<file path="src/rtl/se_pkg.sv">
// Shared types and constants for the SE request arbiter and the benches around it.
package se_pkg;

    localparam int NUM_REQ = 2;
    localparam int DATA_W  = 128;
    localparam int INST_W  = 8;
    localparam int LAT_W   = 16;

    typedef enum logic [1:0] {
        IDLE  = 2'd0,
        ISSUE = 2'd1,
        WAIT  = 2'd2,
        RESP  = 2'd3
    } se_state_e;

    typedef struct packed {
        logic [INST_W-1:0] inst;
        logic [DATA_W-1:0] op1;
        logic [DATA_W-1:0] op2;
        logic [DATA_W-1:0] cond;
    } se_req_t;

    // One-hot select vector for a requester index.
    function automatic logic [NUM_REQ-1:0] req_onehot(input logic idx);
        return idx ? 2'b10 : 2'b01;
    endfunction

endpackage

</file>
<file path="src/rtl/se_req_arbiter_if.sv">
// Requester-side and SE-side handshake buses of the arbiter.
interface se_req_if import se_pkg::*; #(
    parameter int DATA_W = se_pkg::DATA_W,
    parameter int INST_W = se_pkg::INST_W
);
    logic [2*INST_W-1:0] req_inst;
    logic [2*DATA_W-1:0] req_op1;
    logic [2*DATA_W-1:0] req_op2;
    logic [2*DATA_W-1:0] req_cond;
    logic [1:0]          req_in_valid;
    logic [1:0]          req_in_ready;
    logic [DATA_W-1:0]   req_out_result;
    logic [1:0]          req_out_valid;
    logic [1:0]          req_out_ready;

    modport master (
        output req_inst, req_op1, req_op2, req_cond, req_in_valid, req_out_ready,
        input  req_in_ready, req_out_result, req_out_valid
    );
    modport slave (
        input  req_inst, req_op1, req_op2, req_cond, req_in_valid, req_out_ready,
        output req_in_ready, req_out_result, req_out_valid
    );
endinterface

interface se_unit_if import se_pkg::*; #(
    parameter int DATA_W = se_pkg::DATA_W,
    parameter int INST_W = se_pkg::INST_W
);
    logic [INST_W-1:0] se_in_inst;
    logic [DATA_W-1:0] se_in_op1;
    logic [DATA_W-1:0] se_in_op2;
    logic [DATA_W-1:0] se_in_cond;
    logic              se_in_valid;
    logic              se_in_ready;
    logic [DATA_W-1:0] se_out_result;
    logic              se_out_valid;
    logic              se_out_ready;

    modport master (
        output se_in_inst, se_in_op1, se_in_op2, se_in_cond, se_in_valid, se_out_ready,
        input  se_in_ready, se_out_result, se_out_valid
    );
    modport slave (
        input  se_in_inst, se_in_op1, se_in_op2, se_in_cond, se_in_valid, se_out_ready,
        output se_in_ready, se_out_result, se_out_valid
    );
endinterface

</file>
<file path="src/rtl/se_rr_grant.sv">
// Two-way round-robin grant: a lone requester always wins, a tie goes to the pointer.
module se_rr_grant import se_pkg::*; (
    input  logic [NUM_REQ-1:0] valid_i,
    input  logic               ptr_i,
    output logic [NUM_REQ-1:0] grant_o
);

    // Grant decode
    always_comb begin
        grant_o = 2'b00;
        case (valid_i)
            2'b01:   grant_o = 2'b01;
            2'b10:   grant_o = 2'b10;
            2'b11:   grant_o = req_onehot(ptr_i);
            default: grant_o = 2'b00;
        endcase
    end

endmodule

</file>
<file path="src/rtl/se_req_arbiter.sv">
// Shares one SE between two requesters: one operation in flight, round-robin
// arbitration, and issue-to-result latency capture.
module se_req_arbiter import se_pkg::*; #(
    parameter int DATA_W = se_pkg::DATA_W,
    parameter int INST_W = se_pkg::INST_W,
    parameter int LAT_W  = se_pkg::LAT_W
) (
    input  logic             clock,
    input  logic             reset,
    se_req_if.slave          req,
    se_unit_if.master        se,
    output logic [LAT_W-1:0] last_latency,
    output logic             last_owner,
    output logic             busy
);

    typedef struct packed {
        logic [INST_W-1:0] inst;
        logic [DATA_W-1:0] op1;
        logic [DATA_W-1:0] op2;
        logic [DATA_W-1:0] cond;
    } req_t;

    se_state_e         state_q, state_d;
    logic              ptr_q, ptr_d;
    logic              owner_q, owner_d;
    req_t              req_q, req_d;
    logic [DATA_W-1:0] result_q, result_d;
    logic [LAT_W-1:0]  cnt_q, cnt_d;
    logic [LAT_W-1:0]  last_lat_q, last_lat_d;
    logic              last_owner_q, last_owner_d;

    logic [1:0]        grant_s;
    req_t              pick_s;
    logic [1:0]        in_ready_s;
    logic [1:0]        out_valid_s;
    logic              se_in_valid_s;
    logic              se_out_ready_s;

    function automatic logic [LAT_W-1:0] sat_inc(input logic [LAT_W-1:0] v);
        return (&v) ? v : v + LAT_W'(1);
    endfunction

    se_rr_grant u_grant (
        .valid_i (req.req_in_valid),
        .ptr_i   (ptr_q),
        .grant_o (grant_s)
    );

    // Select the winning requester's slice of the packed request buses
    always_comb begin
        pick_s = '0;
        if (grant_s[1]) begin
            pick_s.inst = req.req_inst[INST_W +: INST_W];
            pick_s.op1  = req.req_op1[DATA_W +: DATA_W];
            pick_s.op2  = req.req_op2[DATA_W +: DATA_W];
            pick_s.cond = req.req_cond[DATA_W +: DATA_W];
        end else begin
            pick_s.inst = req.req_inst[0 +: INST_W];
            pick_s.op1  = req.req_op1[0 +: DATA_W];
            pick_s.op2  = req.req_op2[0 +: DATA_W];
            pick_s.cond = req.req_cond[0 +: DATA_W];
        end
    end

    // Next-state and handshake outputs
    always_comb begin
        state_d        = state_q;
        ptr_d          = ptr_q;
        owner_d        = owner_q;
        req_d          = req_q;
        result_d       = result_q;
        cnt_d          = cnt_q;
        last_lat_d     = last_lat_q;
        last_owner_d   = last_owner_q;
        in_ready_s     = 2'b00;
        out_valid_s    = 2'b00;
        se_in_valid_s  = 1'b0;
        se_out_ready_s = 1'b0;
        case (state_q)
            IDLE: begin
                in_ready_s = grant_s;
                if (|grant_s) begin
                    req_d   = pick_s;
                    owner_d = grant_s[1];
                    state_d = ISSUE;
                end else begin
                    state_d = IDLE;
                end
            end
            ISSUE: begin
                se_in_valid_s = 1'b1;
                if (se.se_in_ready) begin
                    cnt_d   = '0;
                    state_d = WAIT;
                end else begin
                    state_d = ISSUE;
                end
            end
            WAIT: begin
                se_out_ready_s = 1'b1;
                // The result cycle itself counts, so a next-cycle result reads as 1.
                if (se.se_out_valid) begin
                    result_d     = se.se_out_result;
                    last_lat_d   = sat_inc(cnt_q);
                    last_owner_d = owner_q;
                    state_d      = RESP;
                end else begin
                    cnt_d = sat_inc(cnt_q);
                end
            end
            RESP: begin
                out_valid_s = req_onehot(owner_q);
                if (req.req_out_ready[owner_q]) begin
                    ptr_d   = ~owner_q;
                    state_d = IDLE;
                end else begin
                    state_d = RESP;
                end
            end
            default: state_d = IDLE;
        endcase
    end

    // State and datapath registers
    always_ff @(posedge clock) begin
        if (!reset) begin
            state_q      <= IDLE;
            ptr_q        <= 1'b0;
            owner_q      <= 1'b0;
            req_q        <= '0;
            result_q     <= '0;
            cnt_q        <= '0;
            last_lat_q   <= '0;
            last_owner_q <= 1'b0;
        end else begin
            state_q      <= state_d;
            ptr_q        <= ptr_d;
            owner_q      <= owner_d;
            req_q        <= req_d;
            result_q     <= result_d;
            cnt_q        <= cnt_d;
            last_lat_q   <= last_lat_d;
            last_owner_q <= last_owner_d;
        end
    end

    assign req.req_in_ready   = in_ready_s;
    assign req.req_out_valid  = out_valid_s;
    assign req.req_out_result = result_q;
    assign se.se_in_inst      = req_q.inst;
    assign se.se_in_op1       = req_q.op1;
    assign se.se_in_op2       = req_q.op2;
    assign se.se_in_cond      = req_q.cond;
    assign se.se_in_valid     = se_in_valid_s;
    assign se.se_out_ready    = se_out_ready_s;
    assign last_latency       = last_lat_q;
    assign last_owner         = last_owner_q;
    assign busy               = (state_q != IDLE);

endmodule

</file>
<file path="src/flat_wrapper.sv">
// flat-port wrapper written by rule: the top's interface ports become plain ports
module se_req_arbiter_flat import se_pkg::*;
#(
    parameter int DATA_W = se_pkg::DATA_W,
    parameter int INST_W = se_pkg::INST_W,
    parameter int LAT_W  = se_pkg::LAT_W
)
  (clock, reset, last_latency, last_owner, busy, req_req_inst, req_req_op1, req_req_op2, req_req_cond, req_req_in_valid, req_req_out_ready, req_req_in_ready, req_req_out_result, req_req_out_valid, se_se_in_inst, se_se_in_op1, se_se_in_op2, se_se_in_cond, se_se_in_valid, se_se_out_ready, se_se_in_ready, se_se_out_result, se_se_out_valid);
  se_req_if #(.DATA_W(DATA_W), .INST_W(INST_W)) req_i ();
  se_unit_if #(.DATA_W(DATA_W), .INST_W(INST_W)) se_i ();
  input  logic clock;
  input  logic reset;
  output logic [LAT_W-1:0] last_latency;
  output logic last_owner;
  output logic busy;
  input wire logic [$bits(req_i.req_inst)-1:0] req_req_inst;
  input wire logic [$bits(req_i.req_op1)-1:0] req_req_op1;
  input wire logic [$bits(req_i.req_op2)-1:0] req_req_op2;
  input wire logic [$bits(req_i.req_cond)-1:0] req_req_cond;
  input wire logic [$bits(req_i.req_in_valid)-1:0] req_req_in_valid;
  input wire logic [$bits(req_i.req_out_ready)-1:0] req_req_out_ready;
  output wire logic [$bits(req_i.req_in_ready)-1:0] req_req_in_ready;
  output wire logic [$bits(req_i.req_out_result)-1:0] req_req_out_result;
  output wire logic [$bits(req_i.req_out_valid)-1:0] req_req_out_valid;
  output wire logic [$bits(se_i.se_in_inst)-1:0] se_se_in_inst;
  output wire logic [$bits(se_i.se_in_op1)-1:0] se_se_in_op1;
  output wire logic [$bits(se_i.se_in_op2)-1:0] se_se_in_op2;
  output wire logic [$bits(se_i.se_in_cond)-1:0] se_se_in_cond;
  output wire logic [$bits(se_i.se_in_valid)-1:0] se_se_in_valid;
  output wire logic [$bits(se_i.se_out_ready)-1:0] se_se_out_ready;
  input wire logic [$bits(se_i.se_in_ready)-1:0] se_se_in_ready;
  input wire logic [$bits(se_i.se_out_result)-1:0] se_se_out_result;
  input wire logic [$bits(se_i.se_out_valid)-1:0] se_se_out_valid;
  assign req_i.req_inst = req_req_inst;
  assign req_i.req_op1 = req_req_op1;
  assign req_i.req_op2 = req_req_op2;
  assign req_i.req_cond = req_req_cond;
  assign req_i.req_in_valid = req_req_in_valid;
  assign req_i.req_out_ready = req_req_out_ready;
  assign req_req_in_ready = req_i.req_in_ready;
  assign req_req_out_result = req_i.req_out_result;
  assign req_req_out_valid = req_i.req_out_valid;
  assign se_se_in_inst = se_i.se_in_inst;
  assign se_se_in_op1 = se_i.se_in_op1;
  assign se_se_in_op2 = se_i.se_in_op2;
  assign se_se_in_cond = se_i.se_in_cond;
  assign se_se_in_valid = se_i.se_in_valid;
  assign se_se_out_ready = se_i.se_out_ready;
  assign se_i.se_in_ready = se_se_in_ready;
  assign se_i.se_out_result = se_se_out_result;
  assign se_i.se_out_valid = se_se_out_valid;
  se_req_arbiter #(.DATA_W(DATA_W), .INST_W(INST_W), .LAT_W(LAT_W)) u_core (.clock(clock), .reset(reset), .req(req_i), .se(se_i), .last_latency(last_latency), .last_owner(last_owner), .busy(busy));
endmodule
</file>
<file path="config.mk">
export PLATFORM = sky130hd
export DESIGN_NAME = se_req_arbiter_flat
export DESIGN_NICKNAME = d
export VERILOG_FILES = /design/src/rtl/se_pkg.sv /design/src/rtl/se_req_arbiter_if.sv /design/src/rtl/se_rr_grant.sv /design/src/rtl/se_req_arbiter.sv /design/src/flat_wrapper.sv
export SDC_FILE = /design/constraint.sdc
export NUM_CORES = 1
export LEC_CHECK = 0
export ABC_AREA = 1
export CORE_AREA = 5 5 561 563
export DETAILED_ROUTE_END_ITERATION = 8
export DIE_AREA = 0 0 566 568
export PLACE_DENSITY = 0.36
export SLEW_MARGIN = 0
export SYNTH_ARGS = -nofsm -noshare
export SYNTH_HDL_FRONTEND = slang
export SYNTH_SLANG_ARGS = --single-unit
</file>
<file path="constraint.sdc">
create_clock -name clock -period 2.6 [get_ports clock]
set_input_delay 0.26 -clock clock [delete_from_list [all_inputs] [get_ports clock]]
set_output_delay 0.26 -clock clock [all_outputs]
set_load 0.01 [all_outputs]
</file>
Word level (Yosys, flattened, before mapping)

Cells that the tools add are included.

Word-level logic and storage cells: 51
Bits in latches: 0
Bits in writable memories: 0
Register bits after elaboration: 557
Output and inout bits: 544
ROM bits: 0
Input port bits: 920
Memories: 0

$add $sub $neg: 1
Bitwise logic cells: 1
Eq/ne operators: 9
Order comparisons: 1
$mul: 0
Shift operators: 0
Reductions and logical operators: 9
Div/mod/pow operators: 0
Mux-type cells: 19

Operators with widths:

| kind                  | number |
|---|---|
| $mux 392              | 1 |
| $mux 16               | 3 |
| $pmux 16 s2           | 1 |
| $add 16x1->16 const B | 1 |
| $reduce_and 16->1     | 1 |
| $mux 2                | 7 |
| $eq 2x2->1 const B    | 4 |
| $pmux 2 s4            | 1 |
| $ne 2x2->1 const B    | 3 |
| $pmux 2 s3            | 1 |
| $reduce_and 2->1      | 3 |
| $mux 1                | 5 |
| $eq 2x1->1 const B    | 2 |
| $reduce_bool 2->1     | 2 |
| $reduce_and 3->1      | 1 |
| $logic_not 2->1       | 1 |
| $lt 1x2->1 const B    | 1 |
| $reduce_or 2->1       | 1 |
| $not 1->1             | 1 |

Longest topological paths before layout

Depth in word-level cells: 5
Mapped depth: 11
Depth with buffers taken out: 10

Cells and area by module

Synthesis repeated with hierarchy kept, for this count alone.

Cells, all modules: 3020
Area, all modules: 22482.8 um^2

Modules (own cells, without submodules):

| module         | cells an instance | sequential area each (um^2) | area an instance (um^2) | times used |
|---|---|---|---|---|
| se_req_arbiter | 3015              | 11150.7                     | 22462.8                 | 1 |
| se_rr_grant    | 5                 | 0.0                         | 20.0                    | 1 |

Least setup slack after synthesis

Ideal clock, no wire load.

Kind: register to register
Start: reg u_core.cnt_q[0]
End: reg u_core.last_lat_q[1], in the netlist u_core.last_latency[1]
Required time: 2.486 ns
Library setup time: 0.114 ns
Buffers on the path: 1
Setup slack: 0.995 ns
Period minus slack after synthesis: 1.605 ns
Data arrival time: 1.491 ns
Cell stages (with the launch flop): 12
Path through: dfxtp_1 ha_1 nand2_1 nor2_1 nand2_1 nor2_1 inv_1 clkbuf_1 nand2_1 nand2_1 o21bai_1 inv_1

Cells in the longest elaborated chain, start to end: 2
Elaborated cells on any way between the ends: 3
Those cells by class: 1 x add/sub; 1 x mux; 1 x reduce/logical

RTL lines:

| what                                               | line                  | RTL |
|---|---|---|
| start, declared                                    | se_req_arbiter.sv:29  | `logic [LAT_W-1:0] cnt_q, cnt_d;` |
| start signal, assigned                             | se_req_arbiter.sv:142 | `cnt_q <= cnt_d;` |
| $add 16x1->16 or $reduce_and 16->1 (tied branches) | se_req_arbiter.sv:41  | `return (&v) ? v : v + LAT_W'(1);` |
| $mux 16 (*)                                        | se_req_arbiter.sv:41  |  |
| end signal, assigned                               | se_req_arbiter.sv:143 | `last_lat_q <= last_lat_d;` |
| end, declared                                      | se_req_arbiter.sv:30  | `logic [LAT_W-1:0] last_lat_q, last_lat_d;` |

Mark *: on every way between the ends. The rest lies on a longest branch, timed or not.
A chain may end at the register's enable or synchronous reset.

Final worst setup path

Start: reg u_core.req_q (netlist bit u_core.se.se_in_inst[7])
End: out se_se_in_inst[7]

RTL lines:

| what                   | line                  | RTL |
|---|---|---|
| start, declared        | se_req_arbiter.sv:27  | `req_t req_q, req_d;` |
| start signal, assigned | se_req_arbiter.sv:140 | `req_q <= req_d;` |
| end, declared          | flat_wrapper.sv:25    | `output wire logic [$bits(se_i.se_in_inst)-1:0] se_se_in_inst;` |

No word-level cell between the ends.

==> tab_implementation.tex <==
\begin{tabular}{lr}
\hline
Metric & Value \\
\hline
\multicolumn{2}{l}{\textbf{Outcome}} \\
Result of the run & finished clean \\
\multicolumn{2}{l}{\textbf{Critical path}} \\
Crit start category & register \\
Family of cells with the greatest summed delay on the critical path & buffers and inverters \\
Required time of the worst setup path & 2.34 ns \\
Critical path endpoint category & output port \\
Largest stage delay on the critical path & 0.92 ns \\
Critical-path top delay cell & sky130\_fd\_sc\_hd\_\_clkdlybuf4s50\_1 \\
Signal arrival time at the worst endpoint & 2.24 ns \\
Crit path kind & reg -> out \\
CP Max Fanout & 2 \\
Chain of cells forming the critical path & clkdlybuf4s50\_1 \\
CP Buf/Inv Count & 1 \\
\multicolumn{2}{l}{\textbf{STA}} \\
Highest attainable clock frequency & 0.3992 GHz \\
Final setup margin & 0.09508 ns \\
Number of setup violations in the final report & 0 \\
Final Hold Fails & 0 \\
Time the final worst path needs with I/O delays and setup & 2.505 ns \\
Worst-Margin Slew & 0.7485 ns \\
Slew Viols, Final & 0 \\
Layout Skew & 0.04259 ns \\
RSZ-0062 raised after global routing & no \\
Worst slew margin & 0.5010 \\
Share of the clock period used by the worst path & 0.9634 \\
\multicolumn{2}{l}{\textbf{Yosys}} \\
Number of instances in the synthesized netlist & 3,062 \\
Xor and xnor area share after synthesis & 0.001786 \\
Count of synthesis-stage warnings from yosys & 0 \\
Sequential share of the synthesized area & 0.4549 \\
Syn Nets & 3,983 \\
Fraction of the mapped netlist area in compound gates & 0.1982 \\
Dominant combinational cell family by area after synthesis & simple AND/OR/NAND/NOR gates \\
Post-synthesis area per instance & 8.006 µm² \\
Fraction of synthesized area in multiplexers & 0 \\
Fraction of the mapped netlist area in adder cells & 0.0005104 \\
Post-Synthesis Cell Area & 24,510 µm² \\
Distinct cells, synth & 26 \\
Synth Register Bits & 557 \\
Basic-gate share of the synthesized area counting and, or, nand and nor cells & 0.2838 \\
\multicolumn{2}{l}{\textbf{Placed design}} \\
Global placer's final weighted congestion & 0.9081 \\
Cell total after placement & 8,570 \\
Half-perimeter wire length of the detailed placement result & 207,300 µm \\
Worst slack at placement & 0.01763 ns \\
Port bufs & 1,463 \\
Post-detailed-placement cell area & 45,240 µm² \\
\multicolumn{2}{l}{\textbf{Clocking}} \\
\# Post-CTS Setup Buffers & 0 \\
CTS Root Cell & sky130\_fd\_sc\_hd\_\_clkbuf\_16 \\
Level count of the clock H-tree & 3 \\
Clock Sinks & 557 \\
Clock insertion delay at the later pin of the skew report & 0.82 ns \\
CTS tree & done \\
Clock-pin transition on the worst setup and hold timing paths & 0.06 ns \\
CTS Buffer Depth & 4 \\
CTS buffer count & 84 \\
\multicolumn{2}{l}{\textbf{Route}} \\
Routed via count divided by cell count & 3.453 \\
Number of routed nets with antenna violations & 0 \\
Via count & 30,390 \\
Count of unresolved DRC violations after routing & 0 \\
1st-iter DRT viols & 1,938 \\
First-pass detailed-route iteration total & 5 \\
Post-detailed-route wirelength per cell & 27.70 µm \\
Final wirelength & 243,800 µm \\
\multicolumn{2}{l}{\textbf{Final layout}} \\
Share of cells above drive strength 1 & 0.08614 \\
Cell area after layout & 48,620 µm² \\
Final cell count without fillers & 8,801 \\
Final Util & 0.1577 \\
Layout-stage area growth over the synthesis result & 98.35\% \\
Count of nets after finishing & 5,517 \\
\multicolumn{2}{l}{\textbf{Power}} \\
Comb power frac & 0.358 \\
Fraction of power spent switching nets & 0.3647 \\
Power Density & 736.8 nW/µm² \\
Total internal power & 22.76 mW \\
Switching pwr & 13.06 mW \\
Clock network fraction of design power & 0.326 \\
Sequential share of power & 0.316 \\
Leakage dissipation & 20.75 nW \\
Max rail drop VDD & 0.0005054 V \\
\multicolumn{2}{l}{\textbf{Min path}} \\
Class of the tightest hold or removal check & in -> reg \\
\multicolumn{2}{l}{\textbf{GRT}} \\
Global-route usage over all layers & 0.1443 \\
Global-route wire length before repair & 314,900 µm \\
Antenna violations before repair & 80 \\
Maximum number of pins on one net before global-route repair & 109 \\
GRT Residual Overflow & 0 \\
Number of global-route vias before repair & 31,013 \\
\multicolumn{2}{l}{\textbf{Floorplan}} \\
Cell Rows & 204 \\
Die X & 566 µm \\
Overall die height & 568 µm \\
DIE AREA & 321,500 µm² \\
Boundary pin count & 1,464 \\
Standard cell core area & 308,300 µm² \\
Starting Density & 0.07950 \\
\multicolumn{2}{l}{\textbf{Run}} \\
\# Max-Cap Violations & 0 \\
\hline
\end{tabular}
[state kept, by name (all words and copies together) (netlist names)]
signal / flops
u_core.state_q: 2
u_core.req.req_out_result: 128
u_core.ptr_q: 1
u_core.owner_q: 1
u_core.cnt_q: 16
u_core.se.se_in_op2: 128
u_core.last_latency: 16
u_core.se.se_in_cond: 128
u_core.se.se_in_op1: 128
u_core.se.se_in_inst: 8
u_core.last_owner: 1
[repair_timing]
action | in CTS | in global routing
endpoints found under the hold margin | 73 | 0
gates resized for setup | 11 | 0
hold buffers | 60 | 0
endpoints found under the setup margin | 7 | 0
[kinds of logic (layout without fill, tap and decap cells)]
group           count (synthesis)  in the layout
xor+xnor                        5              5
other cells                     0             26
buf+inv                       347           1940
simple gates                 1577           1577
fa+ha+maj                       1              1
flops                         557            557
compound gates                575            575
[metrics by stage]
stage | TNS, ns | hold WS [ns] | power (mW)
2_1_floorplan | 0 | 0.3949 | 15.29
3_3_place_gp | -1.442 | 0.4799 | 24.68
3_5_place_dp | 0 | 0.4840 | 24.62
4_1_cts | 0 | 0.0001356 | 36.79
5_1_grt | 0 | 0.04710 | 37.76
6_report | 0 | 0.06571 | 35.82
[worst register-to-register path, delay by kind of cell, from the launching register on]
kind | cells | cell delay (ns)
and+or+nand+nor | 2 | 0.20
DFF | 1 | 0.36
buffers and inverters | 6 | 1.24
AOI/OAI and AO/OA | 2 | 0.21
[power groups by stage]
stage | registers (mW) | clock network (mW) | logic [mW]
6_report | 11.3 | 11.7 | 12.8
5_1_grt | 11.5 | 12.4 | 13.8
4_1_cts | 11.3 | 12.2 | 13.3
3_5_place_dp | 11.5 | 0 | 13.1
3_3_place_gp | 11.5 | 0 | 13.2
2_1_floorplan | 11.7 | 0 | 3.59
[cell usage after synthesis (all sizes together)]
cell,instances,area share
a21oi,23,0.0047
inv,34,0.0052
nand2,466,0.072
o211a,392,0.16
nand4,4,0.0010
clkbuf,200,0.031
nand3,801,0.16
clkinv,1,0.00015
a22oi,1,0.00031
o21bai,7,0.0021
nor2,299,0.046
nand3b,1,0.00031
nor3,4,0.00082
dfxtp,557,0.45
xor2,4,0.0014
buf,112,0.025
ha,1,0.00051
or2,2,0.00051
o21ai,152,0.031
xnor2,1,0.00036
[layer usage]
metal	vias to the layer above	GRT usage	part of all wire
met5	-	0	0.0018
met4	68	0.03425	0.024
met3	257	0.07272	0.11
met2	1412	0.2325	0.45
met1	14778	0.1706	0.41
li1	13875	-	-
[path summary, 6_finish.rpt]
check / start / endpoint / slack (ns) / depth (start not counted)
worst max-delay path: u_core.se.se_in_inst[7] / se_se_in_inst[7] / 0.1 / 1
worst min-delay path: se_se_out_result[48] / u_core.req.req_out_result[48] / 0.07 / 3
worst max register to register: u_core.ptr_q / u_core.se.se_in_op1[114] / 0.50 / 10
worst min register to register: u_core.se.se_in_cond[18] / u_core.se.se_in_cond[18] / 0.49 / 1
[final cells by class]
type / instances / area [µm²]
Timing Repair Buffer: 1760 / 17480
Multi-Input combinational cell: 2158 / 11920
Antenna cell: 26 / 65.06
Inverter: 35 / 141.4
Clock buffer: 110 / 2330
Sequential cell: 557 / 11150
Fill cell: 35155 / 259700
Tap cell: 4120 / 5155
Clock inverter: 35 / 379.1
[layout by cell type, fill, tap and decap left out, drive strengths merged]
cell / synthesis / layout
clkinvlp: 0 / 1
diode: 0 / 26
o21bai: 7 / 7
dlygate4sd2: 0 / 7
nand2: 466 / 466
clkbuf: 200 / 110
nor3: 4 / 4
buf: 112 / 254
a21oi: 23 / 23
dlygate4sd3: 0 / 60
or2: 2 / 2
xor2: 4 / 4
nand3b: 1 / 1
clkinv: 1 / 27
bufinv: 0 / 5
a22oi: 1 / 1
inv: 34 / 37
nand3: 801 / 801
nor2: 299 / 299
o211a: 392 / 392
nand4: 4 / 4
xnor2: 1 / 1
o21ai: 152 / 152
ha: 1 / 1
dfxtp: 557 / 557
clkdlybuf4s50: 0 / 1439
(Power assumes the default switching activity.)
